[src/rtl/bitmask_gen_pkg.sv]
// ---------------------------------------------------------------------------
// bitmask_gen_pkg
//
// Purpose : Shared definitions for the count-to-mask generator. The default
//           word and count widths are also used by the popcount unit, so a
//           generated mask can be fed straight back into it for checking.
//
// Contents:
//   DEFAULT_WIDTH - default output word width (bits)
//   DEFAULT_CW    - default count width; 2**DEFAULT_CW must exceed DEFAULT_WIDTH
//   state_t       - FSM state encoding (IDLE / FILL / DONE)
// ---------------------------------------------------------------------------
package bitmask_gen_pkg;

   localparam int DEFAULT_WIDTH = 32;
   localparam int DEFAULT_CW    = 6;

   typedef enum logic [1:0] {
      ST_IDLE = 2'd0,
      ST_FILL = 2'd1,
      ST_DONE = 2'd2
   } state_t;

endpackage : bitmask_gen_pkg

[src/rtl/bitmask_gen_shift.sv]
// ---------------------------------------------------------------------------
// bitmask_shift
//
// Purpose : Mask register for the count-to-mask generator. It can be cleared
//           or shifted by one position with a 1 shifted in. The fill
//           direction is chosen at build time.
//
// Build option:
//   BITMASK_GEN_MSB_FILL_EN - when defined, each shift moves the word right
//                             and inserts the 1 at bit WIDTH-1, so the set
//                             bits grow down from the MSB. When undefined,
//                             the word moves left and the 1 enters at bit 0.
//
// Ports:
//   clk    in   system clock, rising edge
//   reset  in   synchronous active-high reset, clears the mask
//   clear  in   clear the mask on the next edge (has priority over shift)
//   shift  in   shift one 1 into the mask on the next edge
//   mask   out  registered mask word [WIDTH-1:0]
// ---------------------------------------------------------------------------
module bitmask_shift #(
   parameter int WIDTH = 32
) (
   input  logic             clk,
   input  logic             reset,
   input  logic             clear,
   input  logic             shift,
   output logic [WIDTH-1:0] mask
);

   logic [WIDTH-1:0] mask_q;
   logic [WIDTH-1:0] mask_d;

   // Next mask value. Clear wins over shift so that a new request always
   // starts from an empty word.
   always_comb begin
      mask_d = mask_q;
      if (clear) begin
         mask_d = '0;
      end else if (shift) begin
`ifdef BITMASK_GEN_MSB_FILL_EN
         mask_d = {1'b1, mask_q[WIDTH-1:1]};
`else
         mask_d = {mask_q[WIDTH-2:0], 1'b1};
`endif
      end
   end

   // Mask register
   always_ff @(posedge clk) begin
      if (reset) begin
         mask_q <= '0;
      end else begin
         mask_q <= mask_d;
      end
   end

   assign mask = mask_q;

endmodule : bitmask_shift

[src/rtl/bitmask_gen.sv]
// ---------------------------------------------------------------------------
// bitmask_gen
//
// Purpose : Inverse of popcount. Takes a bit count and builds, one bit per
//           clock, a word with exactly that many contiguous bits set.
//           Requests use a start / busy / done handshake. Counts above
//           WIDTH are clamped to WIDTH and flagged on sat.
//
// Build option:
//   BITMASK_GEN_MSB_FILL_EN - fill from the MSB down instead of from bit 0
//                             up (see bitmask_shift). Timing and handshake
//                             are the same in both builds.
//
// Parameters:
//   WIDTH  output word width
//   CW     count width, 2**CW > WIDTH
//
// Ports:
//   clk    in   system clock, rising edge
//   reset  in   synchronous active-high reset
//   start  in   request; only taken in IDLE or DONE
//   cnt    in   number of bits to set, sampled with an accepted start
//   mask   out  generated word (registered)
//   busy   out  high while the word is being filled
//   done   out  high while a finished result is held
//   sat    out  the accepted cnt was larger than WIDTH
// ---------------------------------------------------------------------------
module bitmask_gen
   import bitmask_gen_pkg::*;
#(
   parameter int WIDTH = DEFAULT_WIDTH,
   parameter int CW    = DEFAULT_CW
) (
   input  logic             clk,
   input  logic             reset,
   input  logic             start,
   input  logic [CW-1:0]    cnt,
   output logic [WIDTH-1:0] mask,
   output logic             busy,
   output logic             done,
   output logic             sat
);

   localparam logic [CW-1:0] WIDTH_CNT = CW'(WIDTH);
   localparam logic [CW-1:0] ONE_CNT   = CW'(1);

   state_t        state_q;
   state_t        state_d;
   logic [CW-1:0] rem_q;
   logic [CW-1:0] rem_d;
   logic          sat_q;
   logic          sat_d;

   logic          accept;
   logic          over;
   logic [CW-1:0] clamped;
   logic          clear_en;
   logic          shift_en;

   // Next-state logic. A request is taken only from IDLE or DONE, so a
   // start during FILL is simply dropped. The remaining counter is loaded
   // with the clamped count and FILL is left on the edge that consumes the
   // last bit, which keeps rem from ever wrapping below zero.
   always_comb begin
      over     = (cnt > WIDTH_CNT);
      clamped  = over ? WIDTH_CNT : cnt;
      accept   = start && ((state_q == ST_IDLE) || (state_q == ST_DONE));

      state_d  = state_q;
      rem_d    = rem_q;
      sat_d    = sat_q;
      clear_en = 1'b0;
      shift_en = 1'b0;

      case (state_q)
         ST_IDLE, ST_DONE: begin
            if (accept) begin
               clear_en = 1'b1;
               rem_d    = clamped;
               sat_d    = over;
               state_d  = (clamped == '0) ? ST_DONE : ST_FILL;
            end
         end
         ST_FILL: begin
            shift_en = 1'b1;
            rem_d    = rem_q - ONE_CNT;
            if (rem_q == ONE_CNT) begin
               state_d = ST_DONE;
            end
         end
         default: begin
            state_d = ST_IDLE;
         end
      endcase
   end

   // State, remaining-count and saturation registers
   always_ff @(posedge clk) begin
      if (reset) begin
         state_q <= ST_IDLE;
         rem_q   <= '0;
         sat_q   <= 1'b0;
      end else begin
         state_q <= state_d;
         rem_q   <= rem_d;
         sat_q   <= sat_d;
      end
   end

   bitmask_shift #(
      .WIDTH (WIDTH)
   ) u_shift (
      .clk   (clk),
      .reset (reset),
      .clear (clear_en),
      .shift (shift_en),
      .mask  (mask)
   );

   assign busy = (state_q == ST_FILL);
   assign done = (state_q == ST_DONE);
   assign sat  = sat_q;

endmodule : bitmask_gen

[config.mk]
export PLATFORM = sky130hd
export DESIGN_NAME = bitmask_gen
export DESIGN_NICKNAME = d
export VERILOG_FILES = /design/src/rtl/bitmask_gen_pkg.sv /design/src/rtl/bitmask_gen_shift.sv /design/src/rtl/bitmask_gen.sv
export SDC_FILE = /design/constraint.sdc
export NUM_CORES = 1
export LEC_CHECK = 0
export BUFFER_PORTS_ARGS = -buffer_cell sky130_fd_sc_hd__buf_4
export CORE_MARGIN = 2
export CORE_UTILIZATION = 50
export DETAILED_ROUTE_END_ITERATION = 6
export PLACE_DENSITY_LB_ADDON = 0.05
export SYNTH_ARGS = -nofsm -noshare
export SYNTH_HDL_FRONTEND = slang
export SYNTH_HIERARCHICAL = 1
export SYNTH_SLANG_ARGS = --single-unit
[constraint.sdc]
create_clock -name clk -period 2.98 [get_ports clk]
set_clock_uncertainty 0.05 [all_clocks]
set_input_delay 0 -clock clk [delete_from_list [all_inputs] [get_ports clk]]
set_output_delay 0 -clock clk [all_outputs]
set_load 0.02 [all_outputs]
==> flow_summary_export.csv <==
group,metric,value,unit
power,peakVddDrop,0.416,mV
clocking,tritoncts,"built",
finish,antenna_cells,0,
clocking,htreeDepth,2,
global_route,grt_max_degree,29,
clocking,cts.clk_slew.worst_paths,0.12,ns
routing,first_pass_iters,4,
floorplanning,die_height,62.5,um
timing,tns,0,ns
finish,fin_nets,228,
critical_path,crit_path_max_incr_delay,0.63,ns
floorplanning,rows,21,
routing,drt-met1-wl,1510,um
power,power_density,506,nW/um2
critical_path,path_max_fanout,22,
place,dp.cells,249,
timing,rsz0062_at_grt,"no",
run_status,status,"complete, no violations",
critical_path,cp.arrival,2.61,ns
finish,multi_input_area,779,um2
timing,finalMaxSlewViolations,0,
floorplanning,coreArea,3310,um2
synthesis,syn_area_per_cell,10.1,um2
routing,routed-wl-met2,1620,um
routing,drc,0,
routing,routedWlPerCell,12.7,um
clocking,clk_path_buf_depth,2,
place,port_buffers,43,
run,max-cap-violations,0,
global_route,grtUsageTotal,0.188,
clocking,post_cts_resized,0,
synthesis,netlist_instances,169,
timing,finalWorstSetupSlack,0.621,ns
routing,via_count,1360,
finish,instances_no_fill,264,
timing,finalCriticalPeriod,2.36,ns
routing,wl_met3,168,um
timing,setup_viol,0,
global_route,grt_pass1_vias,1337,
finish,regArea,821,um2
clocking,clk-insertion-delay-late,0.35,ns
critical_path,critPathCaptureType,"flop",
synthesis,yosysWarnings,6,
critical_path,path_cells,"nor2b_4 -> buf_12 -> nand4b_1 -> a31oi_1 -> dlygate4sd3_1",
global_route,grt_antenna_before_repair,0,
timing,fmax,424,MHz
floorplanning,die_x,62.5,um
routing,top_layer_used,"met4",
clocking,hold_buffers,7,
clocking,tritoncts.num_buffers,5,
critical_path,worstSetupPathType,"flop to flop",
synthesis,yosys.area.top_type,"dfxtp_1",
timing,timing.final.crit_share,0.792,
synthesis,synth_nets,180,
finish,syn_to_final_growth,27.7,%
synthesis,synth.yosys.seq_area_share,0.480,
place,dpl.hpwl,2350,um
synthesis,synth_area_leaders,"dfxtp_1 48%, mux2i_1 18%, nor2_1 7.9%, buf_6 2.6%, buf_4 1.8%",
routing,antenna_left,0,
synthesis,synth_top_area_share,0.480,
routing,wirelength,3360,um
floorplanning,ios,44,
routing,drt_iter0_drc,72,
global_route,grt-ovfl-total,0,
floorplanning,initial_utilization,0.516,
finish,drive_above_1_share,0.261,
power,p_leak,0.902,nW
clocking,cts_root_buf,"clkbuf_4",
critical_path,start_kind,"flop",
place,gp_congestion,0.876,
global_route,grt_pass1_wl,5780,um
critical_path,reg2reg_slack,0.62,ns
synthesis,syn-cell-area,1710,um2
synthesis,ys_ff_latch,41,
timing,slew_headroom,0.567,
timing,hold_viol,0,
critical_path,crit_required,3.23,ns
floorplanning,die_area,3900,um2
critical_path,cp_slowest_cell,"nor2b_4",
finish,final_design_area_no_fill,2180,um2
finish,fill_cells,308,
synthesis,ys_types,39,
timing,whs,0.0102,ns
place,post-place-ws,1.15,ns
timing,worst_pin_slew,0.649,ns
clocking,cts_sinks,41,
worst_hold_path,hold_path.class,"primary input to flop",
routing,vias_per_cell,5.15,
clocking,post_cts.repair.setup_buffers,0,
place,placed_area,2030,um2
path summary, 6_finish.rpt:
path | depth (start not counted) | startpoint | end
setup reg to reg | 5 | state_q[0]$_SDFFE_PP0P_ | state_q[1]$_SDFFE_PP0P_
setup / recovery | 5 | state_q[0]$_SDFFE_PP0P_ | state_q[1]$_SDFFE_PP0P_
hold reg to reg | 2 | sat$_SDFFE_PP0P_ | sat$_SDFFE_PP0P_
hold / removal | 3 | cnt[2] | rem_q[2]$_SDFFE_PP0P_
placed cells by master (no fill, tap or decap), types with 3 or more instances in the layout:
cell | synthesis | routed
inv_1 | 4 | 4
dfxtp_1 | 41 | 41
dlygate4sd3_1 | 0 | 7
mux2i_1 | 31 | 31
or3_1 | 3 | 3
nor2b_1 | 4 | 3
buf_4 | 4 | 44
a21oi_1 | 5 | 5
clkbuf_4 | 0 | 5
nor2_1 | 36 | 36
sequential cells by signal (all words and copies together), names as in the netlist:
register	cells
state_q	2
sat	1
u_shift/mask	32
rem_q	6
final cells by class:
class / count / area share
Clock buffer: 7 / 0.0252
Clock inverter: 1 / 0.0138
Inverter: 5 / 0.00860
Multi-Input combinational cell: 112 / 0.357
Sequential cell: 41 / 0.376
Tap cell: 46 / 0.0264
Timing Repair Buffer: 52 / 0.193
logic make-up after synthesis:
logic type,count (synthesis),share of synthesized area
buf+inv,16,0.0681
simple gates,58,0.168
fa+ha+maj,2,0.0146
flops,41,0.480
xor+xnor,1,0.00513
compound gates,20,0.0820
mux,31,0.182
metrics by stage:
| stage | utilization | total power, mW |
|---|---|---|
| after detailed placement | 0.612 | 0.730 |
| after global routing | 0.659 | 1.16 |
| after global placement | 0.612 | 0.727 |
| after floorplan | - | 0.700 |
| after CTS | 0.659 | 1.11 |
| final | 0.659 | 1.10 |
power by group:
part           switching, mW  internal [mW]  total, mW  leakage [nW]
clock network          0.178          0.200      0.379        0.0455
logic                 0.0777         0.0720      0.150         0.525
registers             0.0155          0.561      0.576         0.332
total                  0.272          0.833       1.10         0.902
layer usage:
metal  vias up  track usage
met2        33        0.316
met1       640        0.218
met3         5       0.0703
met4         0       0.0722
li1        682            -
met5         -            0
worst max-delay path, delay by kind of cell (launching register included):
family	cells	cell delay [ns]
AO/OA/AOI/OAI	1	0.17
buffers and inverters	2	0.82
AND/OR/NAND/NOR	2	0.75
flip-flops	1	0.51
synthesized netlist by cell type:
master and instances:
dlymetal6s2s_1 1, xnor2_1 1, nand3b_1 1, or4_1 1, a211oi_1 2, nand2_1 2, a21oi_1 5, nor2_1 36
nor3b_1 1, inv_1 4, a31oi_1 2, o311ai_0 1, nor3_1 1, a22oi_1 1, ha_1 2, nand4b_1 1
or2_1 1, dfxtp_1 41, o311ai_1 1, clkbuf_2 2, nand4_1 1, or2b_1 1, o211ai_1 2, o31ai_1 1
or3_1 3, nand2b_2 1, and2b_2 1, a311oi_1 2, or4b_1 1, nor2b_1 4, inv_2 1, mux2i_1 31
nand2b_1 1, buf_6 4, o2111ai_1 1, or4_4 1, o21ai_1 1, a32oi_1 1, buf_4 4
No activity file was read; power rests on OpenSTA's default activity.
